File: src/rtl/apb_pkg.sv
// Shared definitions for the APB request arbiter.
//   - FSM state encoding (kept as plain 2-bit constants so legacy tools and
//     waveform viewers see stable values).
//   - Default bus widths.
//   - The APB completion predicate: an access phase finishes on the edge where
//     PSELx, PENABLE and PREADY are all high.
package apb_pkg;

    localparam int DEF_ADDR_W = 32;
    localparam int DEF_DATA_W = 32;

    localparam logic [1:0] ST_IDLE  = 2'd0;
    localparam logic [1:0] ST_ISSUE = 2'd1;
    localparam logic [1:0] ST_WAIT  = 2'd2;
    localparam logic [1:0] ST_DONE  = 2'd3;

    // PREADY during the setup phase (PENABLE low) does not end a transfer.
    function automatic logic apb_complete(input logic psel, input logic penable,
                                          input logic pready);
        return psel & penable & pready;
    endfunction

endpackage

File: src/rtl/rr_pick.sv
// Combinational round-robin picker.
//   req        : request vector, one bit per requester
//   rr_ptr     : index of the requester with highest priority this round
//   any        : at least one request is set
//   win_idx    : index of the winner (first set bit at or above rr_ptr, wrapping)
//   win_onehot : one-hot form of win_idx, all zero when nothing is requested
// Works for any NUM_REQ >= 2, including non powers of two, because every
// index step wraps modulo NUM_REQ rather than relying on bit truncation.
module rr_pick #(
    parameter int NUM_REQ = 4,
    parameter int PTR_W   = $clog2(NUM_REQ)
) (
    input  logic [NUM_REQ-1:0] req,
    input  logic [PTR_W-1:0]   rr_ptr,
    output logic               any,
    output logic [PTR_W-1:0]   win_idx,
    output logic [NUM_REQ-1:0] win_onehot
);

    function automatic logic [PTR_W-1:0] wrap_add(input logic [PTR_W-1:0] base,
                                                  input int offs);
        int sum;
        sum = int'(base) + offs;
        if (sum >= NUM_REQ) sum = sum - NUM_REQ;
        return PTR_W'(sum);
    endfunction

    logic [NUM_REQ-1:0] rot;
    logic [PTR_W-1:0]   pos;
    logic               found;

    // Rotate so rr_ptr sits at bit 0, priority-encode from bit 0, then
    // un-rotate the found position back to a requester index.
    // NOTE: every variable written here gets a default first so no path
    // leaves it holding its old value, which would infer a latch.
    always_comb begin
        rot        = '0;
        pos        = '0;
        found      = 1'b0;
        win_onehot = '0;
        for (int i = 0; i < NUM_REQ; i++) begin
            rot[i] = req[wrap_add(rr_ptr, i)];
        end
        for (int i = 0; i < NUM_REQ; i++) begin
            if (!found && rot[i]) begin
                pos   = PTR_W'(i);
                found = 1'b1;
            end
        end
        any     = found;
        win_idx = wrap_add(rr_ptr, int'(pos));
        if (found) win_onehot[win_idx] = 1'b1;
    end

endmodule

File: src/rtl/apb_req_arbiter.sv
// Shares one apb_master among NUM_REQ local requesters.
// Picks a winner round-robin, latches its addr/wdata/write, pulses transfer
// for one cycle, watches the APB bus for the completing access phase, then
// pulses done[winner]. One transfer in flight at a time.
// Ports:
//   clk, reset_n                     clock / asynchronous active-low reset
//   req, req_addr, req_wdata, req_write   requester side (packed slices)
//   grant, done, busy, stall_err     status back to requesters
//   transfer, addr, wdata, write     command to apb_master
//   PSELx, PENABLE, PREADY           APB bus monitor inputs
// A stall watchdog raises stall_err once the wait phase reaches STALL_MAX
// cycles; the transfer is never abandoned since APB has no abort.
module apb_req_arbiter
    import apb_pkg::*;
#(
    parameter int NUM_REQ   = 4,
    parameter int ADDR_W    = DEF_ADDR_W,
    parameter int DATA_W    = DEF_DATA_W,
    parameter int STALL_MAX = 16
) (
    input  logic                      clk,
    input  logic                      reset_n,
    input  logic [NUM_REQ-1:0]        req,
    input  logic [NUM_REQ*ADDR_W-1:0] req_addr,
    input  logic [NUM_REQ*DATA_W-1:0] req_wdata,
    input  logic [NUM_REQ-1:0]        req_write,
    output logic [NUM_REQ-1:0]        grant,
    output logic [NUM_REQ-1:0]        done,
    output logic                      busy,
    output logic                      stall_err,
    output logic                      transfer,
    output logic [ADDR_W-1:0]         addr,
    output logic [DATA_W-1:0]         wdata,
    output logic                      write,
    input  logic                      PSELx,
    input  logic                      PENABLE,
    input  logic                      PREADY
);

    localparam int PTR_W = $clog2(NUM_REQ);
    localparam int CNT_W = $clog2(STALL_MAX + 1);

    // Unpack requester slices so the winner can be selected by index.
    logic [ADDR_W-1:0] addr_arr  [NUM_REQ];
    logic [DATA_W-1:0] wdata_arr [NUM_REQ];
    for (genvar gi = 0; gi < NUM_REQ; gi++) begin : g_unpack
        assign addr_arr[gi]  = req_addr[gi*ADDR_W +: ADDR_W];
        assign wdata_arr[gi] = req_wdata[gi*DATA_W +: DATA_W];
    end

    logic [1:0]         state_q,     state_d;
    logic [PTR_W-1:0]   rr_ptr_q,    rr_ptr_d;
    logic [PTR_W-1:0]   win_q,       win_d;
    logic [NUM_REQ-1:0] grant_q,     grant_d;
    logic [NUM_REQ-1:0] done_q,      done_d;
    logic               busy_q,      busy_d;
    logic               stall_err_q, stall_err_d;
    logic               transfer_q,  transfer_d;
    logic [ADDR_W-1:0]  addr_q,      addr_d;
    logic [DATA_W-1:0]  wdata_q,     wdata_d;
    logic               write_q,     write_d;
    logic [CNT_W-1:0]   stall_cnt_q, stall_cnt_d;

    logic               pick_any;
    logic [PTR_W-1:0]   pick_idx;
    logic [NUM_REQ-1:0] pick_onehot;

    rr_pick #(
        .NUM_REQ (NUM_REQ),
        .PTR_W   (PTR_W)
    ) u_rr_pick (
        .req        (req),
        .rr_ptr     (rr_ptr_q),
        .any        (pick_any),
        .win_idx    (pick_idx),
        .win_onehot (pick_onehot)
    );

    always_comb begin
        state_d     = state_q;
        rr_ptr_d    = rr_ptr_q;
        win_d       = win_q;
        grant_d     = grant_q;
        done_d      = done_q;
        stall_err_d = stall_err_q;
        transfer_d  = transfer_q;
        addr_d      = addr_q;
        wdata_d     = wdata_q;
        write_d     = write_q;
        stall_cnt_d = stall_cnt_q;

        case (state_q)
            ST_IDLE: begin
                transfer_d = 1'b0;
                if (pick_any) begin
                    win_d      = pick_idx;
                    grant_d    = pick_onehot;
                    addr_d     = addr_arr[pick_idx];
                    wdata_d    = wdata_arr[pick_idx];
                    write_d    = req_write[pick_idx];
                    transfer_d = 1'b1;
                    state_d    = ST_ISSUE;
                end
            end
            ST_ISSUE: begin
                transfer_d  = 1'b0;
                stall_cnt_d = '0;
                state_d     = ST_WAIT;
            end
            ST_WAIT: begin
                if (apb_complete(PSELx, PENABLE, PREADY)) begin
                    done_d      = grant_q;
                    rr_ptr_d    = (int'(win_q) == NUM_REQ - 1) ? '0 : win_q + 1'b1;
                    stall_err_d = 1'b0;
                    state_d     = ST_DONE;
                end else begin
                    // Saturating counter; the flag is raised on the edge that
                    // completes the STALL_MAX-th waiting cycle and then stays.
                    if (stall_cnt_q != CNT_W'(STALL_MAX)) stall_cnt_d = stall_cnt_q + 1'b1;
                    if (stall_cnt_q == CNT_W'(STALL_MAX - 1)) stall_err_d = 1'b1;
                end
            end
            default: begin  // ST_DONE
                done_d  = '0;
                grant_d = '0;
                state_d = ST_IDLE;
            end
        endcase

        busy_d = (state_d != ST_IDLE);
    end

    // NOTE: state flops use non-blocking assignments so every flop samples
    // the pre-edge value of every other flop, independent of block order.
    always_ff @(posedge clk or negedge reset_n) begin
        if (!reset_n) begin
            state_q     <= ST_IDLE;
            rr_ptr_q    <= '0;
            win_q       <= '0;
            grant_q     <= '0;
            done_q      <= '0;
            busy_q      <= 1'b0;
            stall_err_q <= 1'b0;
            transfer_q  <= 1'b0;
            addr_q      <= '0;
            wdata_q     <= '0;
            write_q     <= 1'b0;
            stall_cnt_q <= '0;
        end else begin
            state_q     <= state_d;
            rr_ptr_q    <= rr_ptr_d;
            win_q       <= win_d;
            grant_q     <= grant_d;
            done_q      <= done_d;
            busy_q      <= busy_d;
            stall_err_q <= stall_err_d;
            transfer_q  <= transfer_d;
            addr_q      <= addr_d;
            wdata_q     <= wdata_d;
            write_q     <= write_d;
            stall_cnt_q <= stall_cnt_d;
        end
    end

    assign grant     = grant_q;
    assign done      = done_q;
    assign busy      = busy_q;
    assign stall_err = stall_err_q;
    assign transfer  = transfer_q;
    assign addr      = addr_q;
    assign wdata     = wdata_q;
    assign write     = write_q;

endmodule

File: config.mk
export PLATFORM = sky130hd
export DESIGN_NAME = apb_req_arbiter
export DESIGN_NICKNAME = d
export VERILOG_FILES = /design/src/rtl/apb_pkg.sv /design/src/rtl/rr_pick.sv /design/src/rtl/apb_req_arbiter.sv
export SDC_FILE = /design/constraint.sdc
export NUM_CORES = 1
export LEC_CHECK = 0
export CORE_AREA = 4 4 132 134
export DETAILED_ROUTE_END_ITERATION = 7
export DIE_AREA = 0 0 136 138
export DONT_BUFFER_PORTS = 1
export SLEW_MARGIN = 10
export SYNTH_ARGS = -nofsm -noshare
export SYNTH_HDL_FRONTEND = slang
export SYNTH_SLANG_ARGS = --single-unit
File: constraint.sdc
create_clock -name clk -period 2.7 [get_ports clk]
set_input_delay 0.81 -clock clk [delete_from_list [all_inputs] [get_ports clk]]
set_output_delay 0.81 -clock clk [all_outputs]
set_load 0.01 [all_outputs]
# Yosys cells after proc, flatten, opt, wreduce, memory -nomap -nowiden
# Cells that the tools add are included.
[totals]
ff_bits = 87
input_bits = 269
output_inout_bits = 76
wordCells = 114
[classes]
n_addsub = 11
order_cmp = 12
eq_ne = 9
n_mux = 45
bitwise = 5
reduce_logical = 20
[op_table]
columns = ["cell", "n"]
rows = [
  ["$bmux W32 S2", 2],
  ["$mux W32", 4],
  ["$mux W2", 10],
  ["$pmux W4 S2", 2],
  ["$ge A3 B3 Y1 const B", 5],
  ["$lt A2 B3 Y1 const B", 5],
  ["$mux W1", 14],
  ["$bmux W1 S2", 5],
  ["$mux W5", 2],
  ["$pmux W5 S2", 1],
  ["$reduce_and A2 Y1", 5],
  ["$sub A2 B1 Y2 const B", 5],
  ["$mux W4", 2],
  ["$ne A2 B2 Y1 const B", 4],
  ["$reduce_bool A2 Y1", 4],
  ["$add A2 B2 Y3 const B", 2],
  ["$pmux W2 S3", 1],
  ["$add A5 B1 Y5 const B", 1],
  ["$eq A5 B4 Y1 const B", 1],
  ["$ne A5 B5 Y1 const B", 1],
  ["$eq A2 B1 Y1 const B", 2],
  ["$logic_and A1 B1 Y1", 4],
  ["$reduce_or A2 Y1", 2],
  ["$add A2 B1 Y3 const B", 1],
  ["13 further kinds", 17],
]

# Logic depth before layout (Yosys ltp)
[depth]
depth_word = 23
mapped_depth = 12
mapped_depth_nobuf = 10

# Modules after synthesis
# From an unflattened synthesis, not the netlist that was laid out.
[hier_totals]
cells_unflattened = 344
area_unflattened_um2 = 5262.5
[modules_own_cells]
columns = ["mod", "n_inst", "cells_per_inst", "area_per_inst_um2"]
rows = [
  ["apb_req_arbiter", 1, 304, 4984.8],
  ["rr_pick", 1, 40, 277.8],
]

# Worst setup path before layout
# Ideal clock, no wire load.
[synth_timing]
path_type = "in2reg"
startpoint = "input req[3]"
endpoint = "register addr_q[31], in the netlist addr[31]"
setup_ps = 92
t_arrival_ps = 2665
required_time_ps = 2608
path_slack_ps = -58
cell_stages = 11
n_path_buf = 3
cell_sequence = "inv_1 -> nand3_1 -> o311ai_0 -> o21ai_0 -> o221ai_1 -> ha_1 -> clkbuf_1 -> clkbuf_1 -> clkbuf_1 -> a221oi_1 -> o31ai_2"
[synth_between]
elab_chain_cells = 19
word_cells_on_any_way = 30
cone_classes = "add/sub (2); order compare (1); mux (19); bitwise (1); reduce/logical (7)"
[synth_lines]
columns = ["element", "line", "rtl"]
rows = [
  ["from (decl)", "apb_req_arbiter.sv:23", "input logic [NUM_REQ-1:0] req,"],
  ["$bmux W1 S2", "rr_pick.sv:42", "rot[i] = req[wrap_add(rr_ptr, i)];"],
  ["$mux W1 (not written as such)", "rr_pick.sv:42", ""],
  ["$mux W1", "rr_pick.sv:45", "if (!found && rot[i]) begin"],
  ["$logic_not A1 Y1", "rr_pick.sv:45", ""],
  ["$logic_and A1 B1 Y1", "rr_pick.sv:45", ""],
  ["$mux W1", "rr_pick.sv:45", ""],
  ["$logic_not A1 Y1", "rr_pick.sv:45", ""],
  ["$logic_and A1 B1 Y1", "rr_pick.sv:45", ""],
  ["(+3 left out)", "-", ""],
  ["$mux W2 *", "rr_pick.sv:45", ""],
  ["$add A2 B2 Y3 *", "rr_pick.sv:23", "sum = int'(base) + offs;"],
  ["$ge A3 B3 Y1 / $sub A2 B1 Y2 (equally long branches)", "rr_pick.sv:24", "if (sum >= NUM_REQ) sum = sum - NUM_REQ;"],
  ["$mux W2 *", "rr_pick.sv:24", ""],
  ["net pick_idx[0]", "apb_req_arbiter.sv:65", "logic [PTR_W-1:0] pick_idx;"],
  ["$not A2 Y3 (not written as such) *", "apb_req_arbiter.sv:98", "addr_d = addr_arr[pick_idx];"],
  ["$bmux W32 S2 *", "apb_req_arbiter.sv:98", ""],
  ["$mux W32 (not written as such) * (2 in a row)", "apb_req_arbiter.sv:98", ""],
  ["to (signal assigned)", "apb_req_arbiter.sv:158", "addr_q <= addr_d;"],
  ["to (decl)", "apb_req_arbiter.sv:59", "logic [ADDR_W-1:0] addr_q, addr_d;"],
]
# The timed path passes the listed nets; every way through them passes the cells marked *. The select of a mux whose other input is x is not followed.
# A chain may end at the register's enable or synchronous reset.

# Worst setup path after layout
[layout_timing]
startpoint = "input req[3]"
endpoint = "register addr_q[27], in the netlist addr[27]"
[layout_between]
elab_chain_cells = 19
word_cells_on_any_way = 30
cone_classes = "add/sub (2); order compare (1); mux (19); bitwise (1); reduce/logical (7)"
[layout_lines]
columns = ["element", "line"]
rows = [
  ["$bmux W1 S2", "rr_pick.sv:42"],
  ["$mux W1 (not written as such)", "rr_pick.sv:42"],
  ["$mux W1", "rr_pick.sv:45"],
  ["$logic_not A1 Y1", "rr_pick.sv:45"],
  ["$logic_and A1 B1 Y1", "rr_pick.sv:45"],
  ["$mux W1", "rr_pick.sv:45"],
  ["$logic_not A1 Y1", "rr_pick.sv:45"],
  ["$logic_and A1 B1 Y1", "rr_pick.sv:45"],
  ["(+2 left out)", "-"],
  ["$logic_and A1 B1 Y1", "rr_pick.sv:45"],
  ["$mux W2", "rr_pick.sv:45"],
  ["$add A2 B2 Y3", "rr_pick.sv:23"],
  ["$ge A3 B3 Y1 / $sub A2 B1 Y2 (equally long branches)", "rr_pick.sv:24"],
  ["$mux W2", "rr_pick.sv:24"],
  ["$not A2 Y3 (not written as such)", "apb_req_arbiter.sv:98"],
  ["$bmux W32 S2", "apb_req_arbiter.sv:98"],
  ["$mux W32 (not written as such) (2 in a row)", "apb_req_arbiter.sv:98"],
]
# Parallel ways exist; a longest one is shown, timed or not. The select of a mux whose other input is x is not followed.

==> impl_metrics.py <==
metrics = {
    "run_status": {
        "outcome": "finished, final reports clean",
    },
    "global_route": {
        "grt_pass1_vias": 5536,
        "grt_usage_pct": 21.2,
        "grt_antenna_before_repair": 1,
        "gr-total-overflow": 0,
        "grt_max_degree": 88,
        "grt_pass1_wl_um": 31600,
    },
    "drt": {
        "drt_iter0_markers": 270,
        "drc": 0,
        "firstDrtPassIters": 5,
        "wire_per_inst_um": 24.0,
        "vias_per_cell": 6.26,
        "vias": 5416,
        "finalWirelength_um": 20700,
        "ant_nets": 0,
    },
    "timing": {
        "rsz0062_at_grt": "yes",
        "fin_crit_sh_pct": 97.4,
        "slew_headroom_pct": 50.8,
        "tightestPinTransition_ps": 727,
        "final.min_clock_period_ps": 2630,
        "finalHoldViolCount": 0,
        "slew_viol_final": 0,
        "tns_ps": 0,
        "final.setup_skew_ps": 9.52,
        "setup_viol": 0,
        "max_freq_mhz": 380,
    },
    "worst_setup_path": {
        "startpoint_type": "input port",
        "startpoint": "req[3]",
        "timing.rr.end": "addr[27]",
        "cp.buffers_inverters": 3,
        "path_depth": 11,
        "cp_slowest_cell": "a2111oi_1",
        "cp_slowest_stage_delay_ps": 450,
        "crit_chain": "inv_1 > o311ai_1 > o21ai_0 > o221ai_1 > ha_4 > xor2_1 > buf_4 > a21oi_4 > buf_12 > a2111oi_1 > o31ai_1",
        "cp.arrival_ps": 2850,
        "crit_type": "input port to flip-flop",
        "cp-end-kind": "flip-flop",
        "cp-endpoint": "addr[27]",
        "rrSetupSlack_ps": 100,
        "r2r_start": "rr_ptr_q[0]",
        "required_ps": 2920,
        "worst-path-max-fanout": 31,
        "reg2reg_depth": 10,
        "critPathTopFamily": "compound AO/OA/AOI/OAI gates",
    },
    "cts": {
        "cts.sinks": 87,
        "ctsHoldBuffers": 0,
        "clock_latency_ps": 350,
        "cts_root_buffer": "clkbuf_16",
        "worst_setup_hold_path_clk_slew_ps": 70,
        "numCtsBuffers": 9,
        "h-tree-depth": 3,
        "cts_tree": "built",
        "clockBufferDepth": 2,
    },
    "power": {
        "power.switching_mw": 6.26,
        "vdd_drop_max_mv": 0.995,
        "switching_share_pct": 48.9,
        "power_frac_seq_pct": 21.3,
        "intPower_mw": 6.53,
        "comb_power_share_pct": 67.7,
        "power.leakage_nw": 2.70,
        "power.clock.fraction_pct": 11.0,
        "powerDensity_mw_per_mm2": 1750,
    },
    "synthesis": {
        "synth-edff-count": 0,
        "synth_warnings": 0,
        "synth_top_area_cell": "dfrtp_1",
        "synth_cell_types": 42,
        "synth_top_cells_by_count": "nor2b_1, dfrtp_1, nand2_1",
        "synth_ff_type": "dfrtp_1",
        "syn_nets": 931,
        "yosysSeqAreaShare_pct": 34.4,
        "synthesis.area_mm2": 0.00633,
        "syn_inst": 653,
        "yosys.cell_count.top_type": "nor2b_1",
        "synth_top_area_share_pct": 34.4,
        "synthArstFlopShare_pct": 100,
        "synth.area.top_cells": "dfrtp_1, nor2b_1, a2111oi_2",
        "syn_area_per_cell_um2": 9.70,
        "ys_ff_latch": 87,
    },
    "finish": {
        "area_growth_pct": 15.3,
        "nets": 917,
        "drive_above_1_share_pct": 25.0,
        "fin_util_pct": 44.8,
        "final_cells": 865,
        "fill_cells": 1562,
    },
    "place": {
        "io_buffers": 0,
        "place_hpwl_um": 15400,
        "gp_congestion": 0.936,
        "dpl.cell_count": 848,
    },
    "flow_run": {
        "drv_cap": 0,
    },
    "die": {
        "die_y_um": 138,
        "die_area_mm2": 0.0188,
        "die_w_um": 136,
        "rows": 47,
        "start_util_pct": 38.9,
        "design.core.area_mm2": 0.0163,
        "io_pins": 345,
    },
    "hold_path": {
        "hp-class": "input port to asynchronous set/reset pin",
    },
}
area by class of cell:
cell class	instances	area, µm²	share of cell area [%]
Clock inverter	7	103	1.41
Multi-Input combinational cell	483	3930	53.8
Sequential cell	87	2180	29.8
Antenna cell	1	2.50	0.0343
Inverter	9	33.8	0.463
Clock buffer	9	225	3.08
Tap cell	220	275	3.77
Timing Repair Buffer	49	559	7.66
layout by cell type (no fill, tap or decap), drive strengths merged, types with 6 or more instances in the layout:
master,count
nand3,7
clkbuf,9
nor2b,132
buf,49
nor2,9
ha,9
o21ai,9
nand2,80
a2111oi,65
o31ai,66
a221oi,65
inv,11
a22o,6
dfrtp,87
registers in the layout, indices dropped and copies added (netlist names):
name,count
busy,1
stall_cnt_q,5
stall_err,1
state_q,2
transfer,1
write,1
rr_ptr_q,2
addr,32
win_q,2
done,4
grant,4
wdata,32
power groups by stage:
stage                     logic (mW)  registers, mW  clock network (mW)
after CTS                       8.24           2.73                1.43
final                           8.66           2.73                1.40
after global placement          7.91           2.73                   0
after floorplan                 6.13           2.51                   0
after global routing            9.53           2.80                1.49
after detailed placement        8.23           2.74                   0
logic make-up (layout without fill, tap and decap cells):
kind of cell    Yosys count  in the layout  synth area share [%]
simple gates            242            242                  20.4
compound gates          227            227                  35.5
flops                    87             87                  34.4
buf+inv                  83             74                  7.11
fa+ha+maj                 9              9                  1.78
xor+xnor                  3              3                 0.415
mux                       2              2                 0.356
other cells               0              1                     0
metal layers:
metal	vias up	wire length, µm	track usage [%]	part of all wire, %
met3	58	1720	5.09	8.3
li1	2474	-	-	-
met1	2612	7570	24.8	37
met2	272	10700	37.2	51
met4	0	771	7.80	3.7
met5	-	0	0	0
worst register-to-register path: cells and delay by family, from the launching register on:
kind / cells / cell delay (ps)
buffers and inverters: 2 / 370
XOR/XNOR: 1 / 230
flip-flops: 1 / 430
adder cells (fa/ha/maj): 1 / 200
AO/OA/AOI/OAI: 6 / 1260
worst min path at each step:
stage,from,to,slack (ps),cells past startpoint
after floorplan,win_q[1],win_q[1],450,2
after global placement,win_q[1],win_q[1],480,2
after detailed placement,win_q[0],rr_ptr_q[0],510,1
after CTS,reset_n,addr[10],130,0
after global routing,reset_n,addr[10],130,0
final,reset_n,stall_cnt_q[4],150,0
timing repair:
action                     CTS  global route
buffers inserted             0             0
setup endpoints to repair    1            65
resized for setup            1            40
per-stage QoR:
step / power (mW) / area [µm²] / hold WS (ps) / setup WS, ps
after floorplan: 8.64 / 6330 / 454 / -57.8
after global placement: 10.6 / 6790 / 476 / -322
after detailed placement: 11.0 / 6790 / 508 / -379
after CTS: 12.4 / 7120 / 134 / 0.189
after global routing: 13.8 / 7300 / 133 / -82.0
final: 12.8 / 7300 / 152 / 69.9
Power figures use the tool's default switching activity.
